$ cat config.mk
export PLATFORM = sky130hd
export DESIGN_NAME = display_scan_ctrl
export DESIGN_NICKNAME = d
export VERILOG_FILES = /design/src/rtl/display_pkg.sv /design/src/rtl/speed_bin2bcd.sv /design/src/rtl/display_scan_ctrl.sv
export SDC_FILE = /design/constraint.sdc
export NUM_CORES = 1
export LEC_CHECK = 0
export BUFFER_PORTS_ARGS = -buffer_cell sky130_fd_sc_hd__buf_4
export CAP_MARGIN = 25
export CORE_ASPECT_RATIO = 0.5
export CORE_UTILIZATION = 40
export DETAILED_ROUTE_END_ITERATION = 10
export SLEW_MARGIN = 20
export SYNTH_ARGS = -nofsm -noshare
export SYNTH_HDL_FRONTEND = slang
export SYNTH_SLANG_ARGS = --single-unit
export TNS_END_PERCENT = 50
$ cat constraint.sdc
create_clock -name clk -period 3.1 [get_ports clk]
set_input_delay 0.62 -clock clk [delete_from_list [all_inputs] [get_ports clk]]
set_output_delay 0.62 -clock clk [all_outputs]
set_load 0.005 [all_outputs]
$ cat src/rtl/display_pkg.sv
// rtl/display_pkg.sv - shared constants, types and helpers for the display scan controller
package display_pkg;

    localparam logic [6:0] DIGIT_SEGS [10] = '{
        7'h40, 7'h79, 7'h24, 7'h30, 7'h19, 7'h12, 7'h02, 7'h78, 7'h00, 7'h10
    };
    localparam logic [8:0] SEG_OFF   = 9'h1FF;
    localparam logic [6:0] SPEED_MAX = 7'd99;

    // Select field is segs[11:9] = {pos2, pos1, pos0}, active-low
    localparam logic [2:0] SEL_NONE = 3'b111;
    localparam logic [2:0] SEL_POS0 = 3'b110;
    localparam logic [2:0] SEL_POS1 = 3'b101;
    localparam logic [2:0] SEL_POS2 = 3'b011;

    typedef enum logic {
        ST_BLANK,
        ST_SHOW
    } scan_state_t;

    typedef logic [1:0] pos_t;
    localparam pos_t POS0 = 2'd0;
    localparam pos_t POS1 = 2'd1;
    localparam pos_t POS2 = 2'd2;

    function automatic logic [6:0] sat_speed(input logic [6:0] s);
        return (s > SPEED_MAX) ? SPEED_MAX : s;
    endfunction

    function automatic logic [6:0] digit_code(input logic [3:0] d);
        if (d <= 4'd9) return DIGIT_SEGS[d];
        return 7'h7F;
    endfunction

endpackage

$ cat src/rtl/speed_bin2bcd.sv
// rtl/speed_bin2bcd.sv - sequential shift-add-3 converter, saturating 7-bit speed to two BCD digits
module speed_bin2bcd
    import display_pkg::*;
(
    input  logic       clk,
    input  logic       rst_n,
    input  logic       i_valid,
    input  logic [6:0] i_bin,
    output logic       o_ready,
    output logic       o_done,
    output logic [3:0] o_tens,
    output logic [3:0] o_units
);

    // r_sr = {tens, units, binary}; steps 0..6 shift, step 7 presents the result, step 8 releases
    logic        r_busy;
    logic [3:0]  r_step;
    logic [14:0] r_sr;
    logic [14:0] w_adj;

    always_comb begin
        w_adj = r_sr;
        if (w_adj[10:7] >= 4'd5)  w_adj[10:7]  = w_adj[10:7] + 4'd3;
        if (w_adj[14:11] >= 4'd5) w_adj[14:11] = w_adj[14:11] + 4'd3;
    end

    always_ff @(posedge clk or negedge rst_n) begin
        if (!rst_n) begin
            r_busy <= 1'b0;
            r_step <= '0;
            r_sr   <= '0;
        end else if (!r_busy) begin
            if (i_valid) begin
                r_busy <= 1'b1;
                r_step <= '0;
                r_sr   <= {8'd0, sat_speed(i_bin)};
            end
        end else begin
            r_step <= r_step + 4'd1;
            if (r_step < 4'd7)  r_sr   <= {w_adj[13:0], 1'b0};
            if (r_step == 4'd8) r_busy <= 1'b0;
        end
    end

    assign o_ready = ~r_busy;
    assign o_done  = r_busy && (r_step == 4'd7);
    assign o_tens  = r_sr[14:11];
    assign o_units = r_sr[10:7];

endmodule

$ cat src/rtl/display_scan_ctrl.sv
// rtl/display_scan_ctrl.sv - 3-position display scan with blanking and frame-aligned speed digits
// Optional: LEADING_ZERO_BLANK_EN darkens pos1 when the displayed tens digit is 0.
module display_scan_ctrl
    import display_pkg::*;
#(
    parameter int REFRESH_DIV  = 50000,
    parameter int BLANK_CYCLES = 500
) (
    input  logic        clk,
    input  logic        rst_n,
    input  logic        on,
    input  logic [8:0]  sym_segs,
    input  logic [6:0]  speed,
    input  logic        speed_valid,
    output logic        speed_ready,
    output logic        frame_start,
    output logic [11:0] segs
);

    localparam int CNT_MAX = (REFRESH_DIV > BLANK_CYCLES) ? REFRESH_DIV : BLANK_CYCLES;
    localparam int CNT_W   = $clog2(CNT_MAX);

    scan_state_t      r_state, w_state_nxt;
    pos_t             r_pos, w_pos_nxt;
    logic [CNT_W-1:0] r_cnt, w_cnt_nxt;

    logic        r_frame_start;
    logic [11:0] r_segs;
    logic [3:0]  r_pend_tens, r_pend_units, r_disp_tens, r_disp_units;
    logic        w_frame;
    logic [11:0] w_segs_nxt;
    logic        w_done;
    logic [3:0]  w_tens, w_units;

    speed_bin2bcd u_bcd (
        .clk     (clk),
        .rst_n   (rst_n),
        .i_valid (speed_valid),
        .i_bin   (speed),
        .o_ready (speed_ready),
        .o_done  (w_done),
        .o_tens  (w_tens),
        .o_units (w_units)
    );

    always_ff @(posedge clk or negedge rst_n) begin
        if (!rst_n) begin
            r_state <= ST_BLANK;
            r_pos   <= POS0;
            r_cnt   <= '0;
        end else begin
            r_state <= w_state_nxt;
            r_pos   <= w_pos_nxt;
            r_cnt   <= w_cnt_nxt;
        end
    end

    always_comb begin
        w_state_nxt = r_state;
        w_pos_nxt   = r_pos;
        w_cnt_nxt   = r_cnt + 1'b1;
        w_frame     = 1'b0;
        w_segs_nxt  = {SEL_NONE, SEG_OFF};
        case (r_state)
            ST_BLANK: begin
                if (r_cnt == CNT_W'(BLANK_CYCLES - 1)) begin
                    w_state_nxt = ST_SHOW;
                    w_cnt_nxt   = '0;
                end
            end
            ST_SHOW: begin
                w_frame = (r_pos == POS0) && (r_cnt == '0);
                case (r_pos)
                    POS0: w_segs_nxt = {SEL_POS0, sym_segs};
                    POS1: begin
`ifdef LEADING_ZERO_BLANK_EN
                        if (r_disp_tens == 4'd0) w_segs_nxt = {SEL_POS1, SEG_OFF};
                        else                     w_segs_nxt = {SEL_POS1, 2'b11, digit_code(r_disp_tens)};
`else
                        w_segs_nxt = {SEL_POS1, 2'b11, digit_code(r_disp_tens)};
`endif
                    end
                    default: w_segs_nxt = {SEL_POS2, 2'b11, digit_code(r_disp_units)};
                endcase
                if (r_cnt == CNT_W'(REFRESH_DIV - 1)) begin
                    w_state_nxt = ST_BLANK;
                    w_cnt_nxt   = '0;
                    w_pos_nxt   = (r_pos == POS2) ? POS0 : r_pos + 2'd1;
                end
            end
            default: w_state_nxt = ST_BLANK;
        endcase
        // Display off parks the scan at its reset point so it restarts cleanly
        if (!on) begin
            w_state_nxt = ST_BLANK;
            w_pos_nxt   = POS0;
            w_cnt_nxt   = '0;
            w_frame     = 1'b0;
            w_segs_nxt  = {SEL_NONE, SEG_OFF};
        end
    end

    always_ff @(posedge clk or negedge rst_n) begin
        if (!rst_n) begin
            r_segs        <= 12'hFFF;
            r_frame_start <= 1'b0;
            r_pend_tens   <= '0;
            r_pend_units  <= '0;
            r_disp_tens   <= '0;
            r_disp_units  <= '0;
        end else begin
            r_segs        <= w_segs_nxt;
            r_frame_start <= w_frame;
            if (w_done) begin
                r_pend_tens  <= w_tens;
                r_pend_units <= w_units;
            end
            // Digits change only at a frame boundary so a frame never mixes old and new values
            if (w_frame) begin
                r_disp_tens  <= r_pend_tens;
                r_disp_units <= r_pend_units;
            end
        end
    end

    assign segs        = r_segs;
    assign frame_start = r_frame_start;

endmodule

== Word-level counts from Yosys, hierarchy flattened ==
Memory sizes are Yosys's and may differ from the RTL's.
Index checks and enable logic that the tools add are counted.
Storage, ports and cells
  register bits after elaboration: 68
  bits of input ports: 20
  memories kept: 2
  output and inout bits: 14
  logic and storage cells: 90
  ROM bits: 224
Operators by class
  reductions and logical operators: 8
  order comparisons: 8
  multiplexer cells: 42
  add/subtract/negate cells: 5
  eq/ne operators: 9
  bitwise operators: 4
Memory list
  (name not given): words 16, width 7, read ports 1, clocked after Yosys merged registers in 0, wr ports 0, line display_pkg.sv:31  | if (d <= 4'd9) return DIGIT_SEGS[d];
  (name not given): words 16, width 7, read ports 1, clocked after Yosys merged registers in 0, wr ports 0, line display_pkg.sv:31
Operators by type and width (number)
  two-way mux 7 bit: 9
  two-way mux 16 bit: 3
  two-way mux 15 bit: 3
  one-hot mux 16 bit (2 select lines): 1
  two-way mux 12 bit: 2
  one-hot mux 12 bit (2 select lines): 1
  adder 16 x 1 -> 16 bit, second input constant: 1
  equality test 16 bit, second input constant: 1
  equality test 16 x 9 -> 1 bit, second input constant: 1
  logical NOT 16 bit: 1
  two-way mux 1 bit: 14
  two-way mux 4 bit: 3
  >= comparator 5 bit, second input constant: 2
  inverter 4 -> 5 bit: 2
  >= comparator 4 x 3 -> 1 bit, second input constant: 2
  <= comparator 4 bit, second input constant: 2
  two-way mux 2 bit: 4
  > comparator 7 bit, second input constant: 1
  adder 4 x 1 -> 4 bit, second input constant: 1
  adder 4 x 2 -> 4 bit, second input constant: 1
  equality test 4 x 3 -> 1 bit, second input constant: 1
  equality test 4 bit, second input constant: 1
  < comparator 4 x 3 -> 1 bit, second input constant: 1
  inequality test 2 x 1 -> 1 bit, second input constant: 2
  13 further kinds: 16

== Logic depth before layout (Yosys ltp) ==
Gate-level depths: netlist of the first run.
  depth in word-level cells: 9
  gate-level depth with buffers: 9
  depth with buffers taken out: 7

== Hierarchy ==
From an unflattened synthesis of the first run, not the netlist that was laid out.
Second synthesis, totals
  cell total of the unflattened synthesis: 352
  area total of the unflattened synthesis: 3711.1 sq um
By module, submodules not included
  display_scan_ctrl: area each 2538.7 sq um, sequential area each 1216.2 sq um, cells each 238, instances 1
  speed_bin2bcd: area each 1172.4 sq um, sequential area each 500.5 sq um, cells each 114, instances 1

== Worst setup path after synthesis of the first run ==
OpenSTA, ideal clock, no wires.
  path kind: input to register
  start point: input on
  end point: register r_disp_tens[0]
  path slack: 826 ps
  cell stages on the path: 5
  path buffers: 1
  required time: 2975 ps
  data arrival time: 2150 ps
  cells stage by stage: buf_2 -> nand3_2 -> or4b_4 -> nor4_4 -> mux2_2
Between the ends
  cells in the longest elaborated chain, start to end: 1
RTL lines
  start: declaration: line display_scan_ctrl.sv:11  | input logic on,
  two-way mux 1 bit: line display_scan_ctrl.sv:94  | if (!on) begin
  via w_frame: line display_scan_ctrl.sv:30  | logic w_frame;
  end signal: assignment: line display_scan_ctrl.sv:120  | r_disp_tens <= r_pend_tens;
  end: declaration: line display_scan_ctrl.sv:29  | logic [3:0] r_pend_tens, r_pend_units, r_disp_tens, r_disp_units;
The timed path passes the listed nets, and every way through them passes these cells.
A chain may end at the register's enable or synchronous reset.

== Worst setup path after layout of the first run ==
  start point: register r_pos[1]
  end point: register r_disp_tens[2]
Between the ends
  cells in the longest elaborated chain, start to end: 4
RTL lines
  start: declaration: line display_scan_ctrl.sv:24  | pos_t r_pos, w_pos_nxt;
  start signal: assignment: line display_scan_ctrl.sv:53  | r_pos <= w_pos_nxt;
  logical NOT 2 bit: line display_scan_ctrl.sv:72  | w_frame = (r_pos == POS0) && (r_cnt == '0);
  logical AND 1 bit: line display_scan_ctrl.sv:72
  two-way mux 1 bit: line display_scan_ctrl.sv:64  | case (r_state)
  two-way mux 1 bit: line display_scan_ctrl.sv:94
  via w_frame: line display_scan_ctrl.sv:30
The timed path passes the listed nets, and every way through them passes these cells.

==> results.md, run 1 <==
- The number of antenna diodes in the final layout is 0.
- Compared with the post-synthesis result, the final layout area differs by 16.3%.
- The final number of max-transition violations is 0.
- The average wire per standard cell is 14.0 um.
- The basic-gate share of the synthesized area counting and, or, nand and nor cells is 0.168.
- The fraction of power spent switching nets is 0.313.
- After clock tree synthesis, the flow added hold-fix buffers numbering 0.
- Of the total power, combinational logic draws 0.225.
- The final critical-path required period is 2.44 ns.
- The remaining max-slew budget at the tightest pin is 0.435.
- In this run the tool buffered the top-level ports with 33 buffer cells.
- The buffer type at the clock tree root is sky130_fd_sc_hd__clkbuf_16.
- The H-tree depth is 3.
- The worst register-to-register path has a setup slack of 0.66 ns.
- The quantity of gates resized following cts is 0.
- The total setup buffers inserted after CTS is 0.
- In the layout the commonest cells are sky130_fd_sc_hd__dfrtp_1, sky130_fd_sc_hd__nand2_1, sky130_fd_sc_hd__nor2_1, sky130_fd_sc_hd__buf_4, sky130_fd_sc_hd__o21ai_0.
- The placeable core region is 0.00826 mm^2.
- The number of library cell types mapped by synthesis is 52.
- Leaving out fill and tap cells, the most frequent cell in the layout is sky130_fd_sc_hd__dfrtp_1.
- The routed design uses 3270 um of met2 wire.
- The internal portion of the total power is 1880 uW.
- The number of cells on the worst reg-to-reg path is 5.
- After synthesis, the share of cell area in mux cells is 0.0667.
- The register bit total from synthesis is 68.
- The routed design uses 342 um of met3 wire.
- The post-synthesis compound-gate area fraction is 0.122.
- The via count of the first global-routing pass is 2510.
- The longest clock path from root to sink contains 2 buffers.
- Data arrives at the worst endpoint at 2.66 ns.
- STA classifies the critical path startpoint as a flip-flop.
- The initial antenna violation count is 0.
- The type of destination of the critical path is a flip-flop.
- The final number of hold-violating endpoints is 0.
- For this configuration, the core starts out at a cell density of 0.427.
- The die is 68.4 um tall.
- At the pin with the least slew margin, the transition time is 0.848 ns.
- The floorplan step defined a die boundary enclosing 0.00922 mm^2.
- In this run the static leakage power is 0.00185 uW.
- The number of clock buffers added by TritonCTS is 9.
- The startpoint of the worst register-to-register path is r_pos[1]$_DFFE_PN0P_.
- The max-cap check violation count is 0.
- The adder and majority gate portion of the synthesized area is 0.0638.
- The total power of the final layout is 2740 uW.
- By area, the combinational part of the netlist is dominated by simple AND/OR/NAND/NOR gates.
- The switching power total is 858 uW.
- Entering global routing, the biggest net connects 69 pins.
- The portion of the clock cycle consumed by the worst path in the final layout is 0.787.
- Clock latency on the worst-skew pair, taken at its later pin, is 0.34 ns.
- Dividing total power by cell area gives a power density of 667 mW/mm^2.
- The area share of xor/xnor cells in the synthesized design is 0.0472.
- The number of enable-type register cells in the synthesized netlist is 0.
- The detailed-routing wirelength on met1 is 3260 um.
- The cell area that synthesis handed to floorplanning was 0.00353 mm^2.
- The share of total power dissipated in the clock network is 0.342.
- The CTS sink count is 68.
- The category of the critical setup timing path is flip-flop to flip-flop.
- Including well taps, the total number of placed cells is 480.
- The final setup violation count is 0.
- The number of nets handed over by synthesis was 389.
- The largest vdd supply drop is 0.330 mV.
- The number of placement rows is 23.
- After the last flow step, the layout net total stands at 417.
- The fraction of the yosys area taken by sequential cells is 0.487.
- After clock tree synthesis, the clock-pin slew on the worst setup and hold paths is 0.06 ns.
- Clock skew on the completed layout was measured at 0.00880 ns.
- For the worst setup path, the data required time is 3.32 ns.
- The routed layout has 2571 vias.
- The final cell count without fillers is 496.
- After detailed routing, the number of remaining DRC violations is 0.
- The total routing resource utilization after global routing is 0.172.
- Detailed placement finished with a half-perimeter wire length of 4900 um.
- The share of total power dissipated in sequential elements is 0.433.
- The synthesized instance count is 351.
- Dividing the detail-routed via count by the number of cells gives 5.18.
- The routability congestion estimate is 0.852.
- The average cell area after synthesis is 10.1 um^2.
- The share of final-layout standard cells stronger than drive strength 1 is 0.203.
- The largest fanout on the critical path is 18.
- For this run, the number of Yosys warnings is 0.
- For this run, the leading register cell type out of synthesis is sky130_fd_sc_hd__dfrtp_1.
- In this run the top signal layer used is met4.
- The number of DRC markers after the initial detailed-route iteration is 186.
- The end of the worst register-to-register path is r_disp_tens[2]$_DFFE_PN0P_.
- The final cell utilization of the core is 0.497.
- The global-route wire length before repair is 11900 um.
- TritonCTS built the clock tree.
- The total negative setup slack is 0 ns.
- The run finished with clean final reports.
- In this run the horizontal extent of the chip is 135 um.
- The type of the most critical hold path is input pin to asynchronous set/reset pin.
- The post-synthesis async set-or-reset flop share is 1.00.
- Summed over all layers, the routed wires come to 6960 um.
- The number of antenna-violating nets in the routed design is 0.
- The remaining global-route overflow is 0.
- The iteration count of the initial detailed-routing pass is 4.
- Static timing analysis puts the maximum clock frequency at 0.410 GHz.
- Setup repair after global routing left no endpoint under its margin.
- The top-level port count is 34.
- The filler cells instantiated in the layout total 714.
cell type report:
cell class / instances / area [um^2] / share of cell area
clock buffers: 14 / 264 / 0.0643
well taps: 112 / 140 / 0.0341
inverters: 20 / 75.1 / 0.0183
flip-flops and latches: 68 / 1720 / 0.418
clock inverters: 2 / 10.0 / 0.00244
multi-input cells: 247 / 1650 / 0.402
repair buffers: 33 / 248 / 0.0604
cells by family after synthesis:
group	count (synthesis)
AND/OR/NAND/NOR	120
adder cells (fa/ha/maj)	18
buffers and inverters	36
multiplexers	22
flip-flops	68
XOR/XNOR	19
AO/OA/AOI/OAI	68
worst max path at each step:
stage / from / to / cells after the start
floorplan: on / r_disp_tens[0]$_DFFE_PN0P_ / 5
global placement: on / r_disp_tens[0]$_DFFE_PN0P_ / 5
detailed placement: on / r_disp_tens[2]$_DFFE_PN0P_ / 5
CTS: r_pos[1]$_DFFE_PN0P_ / r_disp_tens[2]$_DFFE_PN0P_ / 5
global route: r_pos[1]$_DFFE_PN0P_ / r_disp_tens[2]$_DFFE_PN0P_ / 5
finish: r_pos[1]$_DFFE_PN0P_ / r_disp_tens[2]$_DFFE_PN0P_ / 5
critical path, cell delays in order, from the launching register on:
cell and delay (ns):
sky130_fd_sc_hd__dfrtp_1 0.58, sky130_fd_sc_hd__nor2_4 0.19, sky130_fd_sc_hd__nand3_2 0.13, sky130_fd_sc_hd__or4b_4 0.55, sky130_fd_sc_hd__nor4_4 0.47, sky130_fd_sc_hd__mux2_2 0.40
state kept, by name, summed over array words and instances, names as in the netlist:
signal,count
frame_start,1
r_cnt,16
r_disp_tens,4
r_disp_units,4
r_pend_tens,4
r_pend_units,4
r_pos,2
r_state,1
segs,12
u_bcd.r_busy,1
u_bcd.r_sr,15
u_bcd.r_step,4
power by group through the flow:
stage / clock network, uW / registers (uW) / logic (uW)
4_1_cts: 964 / 1190 / 625
3_5_place_dp: 0 / 1200 / 625
5_1_grt: 1000 / 1210 / 719
3_3_place_gp: 0 / 1190 / 589
6_report: 937 / 1190 / 615
2_1_floorplan: 0 / 1140 / 509
metrics by stage:
stage / hold slack, ns / area, um^2 / setup WS [ns]
after floorplan: 0.324 / 3530 / 0.826
after global placement: 0.468 / 3830 / 0.717
after detailed placement: 0.478 / 3830 / 0.625
after CTS: 0.426 / 4100 / 0.636
after global routing: 0.450 / 4100 / 0.515
final: 0.386 / 4100 / 0.659
per-layer routing:
layer  global-route usage  vias to the layer above
li1                     -                     1260
met1                0.212                     1253
met2                0.285                       52
met3               0.0556                        6
met4               0.0716                        0
met5                    0                        -
cell usage after synthesis, types with 2 or more instances:
cell / instances / area, um^2
sky130_fd_sc_hd__a211o_1: 3 / 26.3
sky130_fd_sc_hd__a211oi_1: 2 / 15.0
sky130_fd_sc_hd__a21oi_1: 14 / 70.1
sky130_fd_sc_hd__a22oi_1: 3 / 22.5
sky130_fd_sc_hd__a311oi_1: 2 / 17.5
sky130_fd_sc_hd__a31oi_1: 3 / 18.8
sky130_fd_sc_hd__and3_1: 3 / 18.8
sky130_fd_sc_hd__and4_1: 2 / 17.5
sky130_fd_sc_hd__buf_2: 3 / 15.0
sky130_fd_sc_hd__clkbuf_1: 9 / 33.8
sky130_fd_sc_hd__dfrtp_1: 56 / 1400
sky130_fd_sc_hd__dfstp_2: 12 / 315
sky130_fd_sc_hd__ha_1: 18 / 225
sky130_fd_sc_hd__inv_1: 20 / 75.1
sky130_fd_sc_hd__mux2_2: 12 / 135
sky130_fd_sc_hd__mux2i_1: 10 / 100
sky130_fd_sc_hd__nand2_1: 41 / 154
sky130_fd_sc_hd__nand2b_1: 3 / 18.8
sky130_fd_sc_hd__nand3_1: 11 / 55.1
sky130_fd_sc_hd__nand4_1: 3 / 18.8
sky130_fd_sc_hd__nor2_1: 33 / 124
sky130_fd_sc_hd__nor2b_1: 4 / 25.0
sky130_fd_sc_hd__nor3_1: 4 / 20.0
sky130_fd_sc_hd__o21ai_0: 28 / 140
sky130_fd_sc_hd__o31ai_1: 3 / 22.5
sky130_fd_sc_hd__or2_2: 3 / 18.8
sky130_fd_sc_hd__or3_1: 2 / 12.5
sky130_fd_sc_hd__or4_1: 3 / 22.5
sky130_fd_sc_hd__xnor2_1: 9 / 78.8
sky130_fd_sc_hd__xor2_1: 10 / 87.6
No activity file was read; power rests on OpenSTA's default activity.
==> run 2: changes to the inputs <==
==> constraint.sdc (replaced) <==
create_clock -name clk -period 2.4 [get_ports clk]
set_input_delay 0.48 -clock clk [delete_from_list [all_inputs] [get_ports clk]]
set_output_delay 0.48 -clock clk [all_outputs]
set_load 0.005 [all_outputs]
==> results.md, run 2 (synthesis results as in run 1) <==
- The setup slack on the worst flop-to-flop path is 0.12 ns (was 0.66 ns).
- The number of buffers on the longest clock path is 2 (unchanged).
- The multi-input combinational cell area is 0.00165 mm^2 (unchanged).
- The area overhead of the layout relative to synthesis is 19.5% (was 16.3%).
- The arrival time at the worst endpoint is 2.48 ns (was 2.66 ns).
- The final critical-path required period is 2.28 ns (was 2.44 ns).
- The number of buffers added by the clock tree synthesis step is 9 (unchanged).
- The worst-case hold slack is 0.236 ns (was 0.386 ns).
- The transition at the pin with the smallest max-transition slack came to 0.840 ns (was 0.848 ns).
- The iteration count of the initial detailed-routing pass was 4 (unchanged).
- The via count of the first global-routing pass is 2520 (was 2510).
- The remaining max-slew budget at the tightest pin is 0.440 (was 0.435).
- The pin count of the biggest net entering global routing is 69 (unchanged).
- The clock latency of the later-clocked register in the worst-skew pair came to 0.34 ns (about the same).
- The delay of the slowest critical-path stage is 0.55 ns (was 0.58 ns).
- Cell-by-cell trace of the critical path: ha_1 -> and3_1 -> or4b_1 -> or4_1 -> o211ai_4 -> nor2_1 (was nor2_4 -> nand3_2 -> or4b_4 -> nor4_4 -> mux2_2).
- The initial core utilization is 0.427 (unchanged).
- The CTS sink count came to 68 (unchanged).
- The count of buffering cells on the critical path with inverters included was 0 (unchanged).
- The average wire per standard cell is 13.6 um (was 14.0 um).
- The number of antenna-violating nets in the routed design is 0 (unchanged).
- The count of hold-fix buffers inserted at cts is 0 (unchanged).
- The width of the die is 135 um (unchanged).
- The top-level port count is 34 (unchanged).
- The vias per cell is 5.04 (was 5.18).
- The category of the critical setup timing path is flip-flop to flip-flop (unchanged).
- The final number of max-transition violations is 0 (unchanged).
- The maximum frequency from static timing analysis is 0.439 GHz (was 0.410 GHz).
- The routability congestion estimate is 0.849 (was 0.852).
- The initial antenna violation count was 0 (unchanged).
- The commonest non-fill, non-tap cell in the layout was sky130_fd_sc_hd__dfrtp_1 (unchanged).
- The placeable core region was 0.00826 mm^2 (unchanged).
- The power per standard cell area was 903 mW/mm^2 (was 667 mW/mm^2).
- The antenna cell count is 0 (unchanged).
- The number of placement rows was 23 (unchanged).
- The flip-flop count of the largest register after layout came to 16 (unchanged).
- The depth of the worst register-to-register path was 6 (was 5).
- The largest vdd supply drop is 0.434 mV (was 0.330 mV).
- The type of destination of the critical path is a flip-flop (unchanged).
- The aggregate routed wire length was 6850 um (was 6960 um).
- The final number of hold-violating endpoints came to 0 (unchanged).
- The global-route wire length before repair was 11900 um (unchanged).
- The largest fanout on the critical path is 16 (was 18).
- Commonest non-fill, non-tap cells in the layout: sky130_fd_sc_hd__dfrtp_1, sky130_fd_sc_hd__nand2_1, sky130_fd_sc_hd__buf_4 (was sky130_fd_sc_hd__dfrtp_1, sky130_fd_sc_hd__nand2_1, sky130_fd_sc_hd__nor2_1, sky130_fd_sc_hd__buf_4, sky130_fd_sc_hd__o21ai_0).
- The portion of the clock cycle consumed by the worst path in the final layout is 0.950 (was 0.787).
- The number of fillers in the final layout is 723 (was 714).
- The total of buffers placed on input and output ports is 33 (unchanged).
- The total routing resource utilization after global routing is 0.173 (was 0.172).
- The share of final-layout standard cells stronger than drive strength 1 is 0.227 (was 0.203).
- The quantity of gates resized following cts is 0 (unchanged).
- The type of origin of the critical path is a flip-flop (unchanged).
- The buffer type at the clock tree root is sky130_fd_sc_hd__clkbuf_16 (unchanged).
- The area used by sequential logic in the layout came to 0.00172 mm^2 (unchanged).
- The static leakage came to 0.00191 uW (was 0.00185 uW).
- The critical path's slowest cell is sky130_fd_sc_hd__or4_1 (was sky130_fd_sc_hd__dfrtp_1).
- The startpoint of the worst register-to-register path is r_cnt[0]$_DFF_PN0_ (was r_pos[1]$_DFFE_PN0P_).
- The number of DRC markers after the initial detailed-route iteration was 181 (was 186).
- The overall die area is 0.00922 mm^2 (unchanged).
- The total negative setup slack is 0 ns (unchanged).
- The H-tree depth is 3 (unchanged).
- The DRC violation count after routing is 0 (unchanged).
- The worst setup skew after layout is 0.00713 ns (was 0.00880 ns).
- Status: completed (unchanged).
- The clock transition time at the flip-flop clock pins of the worst setup and hold paths is 0.05 ns (was 0.06 ns).
- The remaining global-route overflow was 0 (unchanged).
- The type of the most critical hold path is input pin to asynchronous set/reset pin (unchanged).
- The final setup violation count was 0 (unchanged).
- The total setup buffers inserted after CTS was 0 (unchanged).
- The max-cap check violation count is 0 (unchanged).
- The register with the highest flop count was r_cnt (unchanged).
- The number of vias after detailed routing is 2542 (was 2571).
- The cell class contributing the biggest share of worst-path delay was simple AND/OR/NAND/NOR gates (unchanged).
- The half-perimeter wire length after placement is 4970 um (was 4900 um).
- The required time of the critical path is 2.60 ns (was 3.32 ns).
- The end of the worst register-to-register path is r_cnt[3]$_DFF_PN0_ (was r_disp_tens[2]$_DFFE_PN0P_).
- The post-layout net count is 425 (was 417).
- The height of the die is 68.4 um (unchanged).
- The CTS tree is built (unchanged).
- Unrepaired setup endpoints after global routing: false (unchanged).
==> run 2: cell types whose count changed in the layout (fill, tap and decap cells not counted) <==
| cell | change |
|---|---|
| sky130_fd_sc_hd__clkbuf_8 | -1 |
| sky130_fd_sc_hd__buf_4 | +8 |
| sky130_fd_sc_hd__clkinv_2 | -1 |
| sky130_fd_sc_hd__clkbuf_1 | -3 |
| sky130_fd_sc_hd__clkinvlp_4 | +3 |
| sky130_fd_sc_hd__bufinv_16 | +2 |
==> run 2: worst max path at each step <==
stage | from | to | slack (ns) | cells past startpoint
4_1_cts | r_cnt[0]$_DFF_PN0_ | r_cnt[3]$_DFF_PN0_ | 0.10 | 6
2_1_floorplan | r_cnt[0]$_DFF_PN0_ | r_cnt[11]$_DFF_PN0_ | 0.18 | 9
3_5_place_dp | r_cnt[0]$_DFF_PN0_ | r_cnt[8]$_DFF_PN0_ | 0.13 | 6
5_1_grt | r_cnt[0]$_DFF_PN0_ | r_cnt[10]$_DFF_PN0_ | 0.02 | 6
6_report | r_cnt[0]$_DFF_PN0_ | r_cnt[3]$_DFF_PN0_ | 0.12 | 6
3_3_place_gp | r_cnt[0]$_DFF_PN0_ | r_cnt[3]$_DFF_PN0_ | 0.21 | 6
==> run 2: routing by layer <==
metal / up-vias / part of all wire / GRT usage
met5: - / 0 / 0
met4: 0 / 0.013 / 0.0716
met3: 9 / 0.039 / 0.0630
met2: 33 / 0.45 / 0.270
met1: 1220 / 0.50 / 0.220
li1: 1280 / - / -
==> run 2: cell type report <==
cell class	instances	share of cell area
inverter	20	0.0178
clock inverter	6	0.0208
clock buffer	10	0.0567
sequential	68	0.407
multi-input combinational	247	0.391
timing repair buffer	41	0.0730
tap	112	0.0332
==> run 2: power by group <==
group	switching, uW	total (uW)	internal (uW)
registers	151	1500	1350
logic	510	887	377
clock network	490	1420	934
total	1150	3810	2660
==> run 2: per-stage QoR <==
step                cells  setup slack, ns  power, uW  area (um^2)   util
finish                504            0.121       3810         4220  0.511
global route          504           0.0196       4080         4220  0.511
detailed placement    488            0.131       2410         3890  0.471
global placement      488            0.207       2350         3890  0.471
floorplan             351            0.182       2120         3530      -
CTS                   504            0.103       3850         4220  0.511
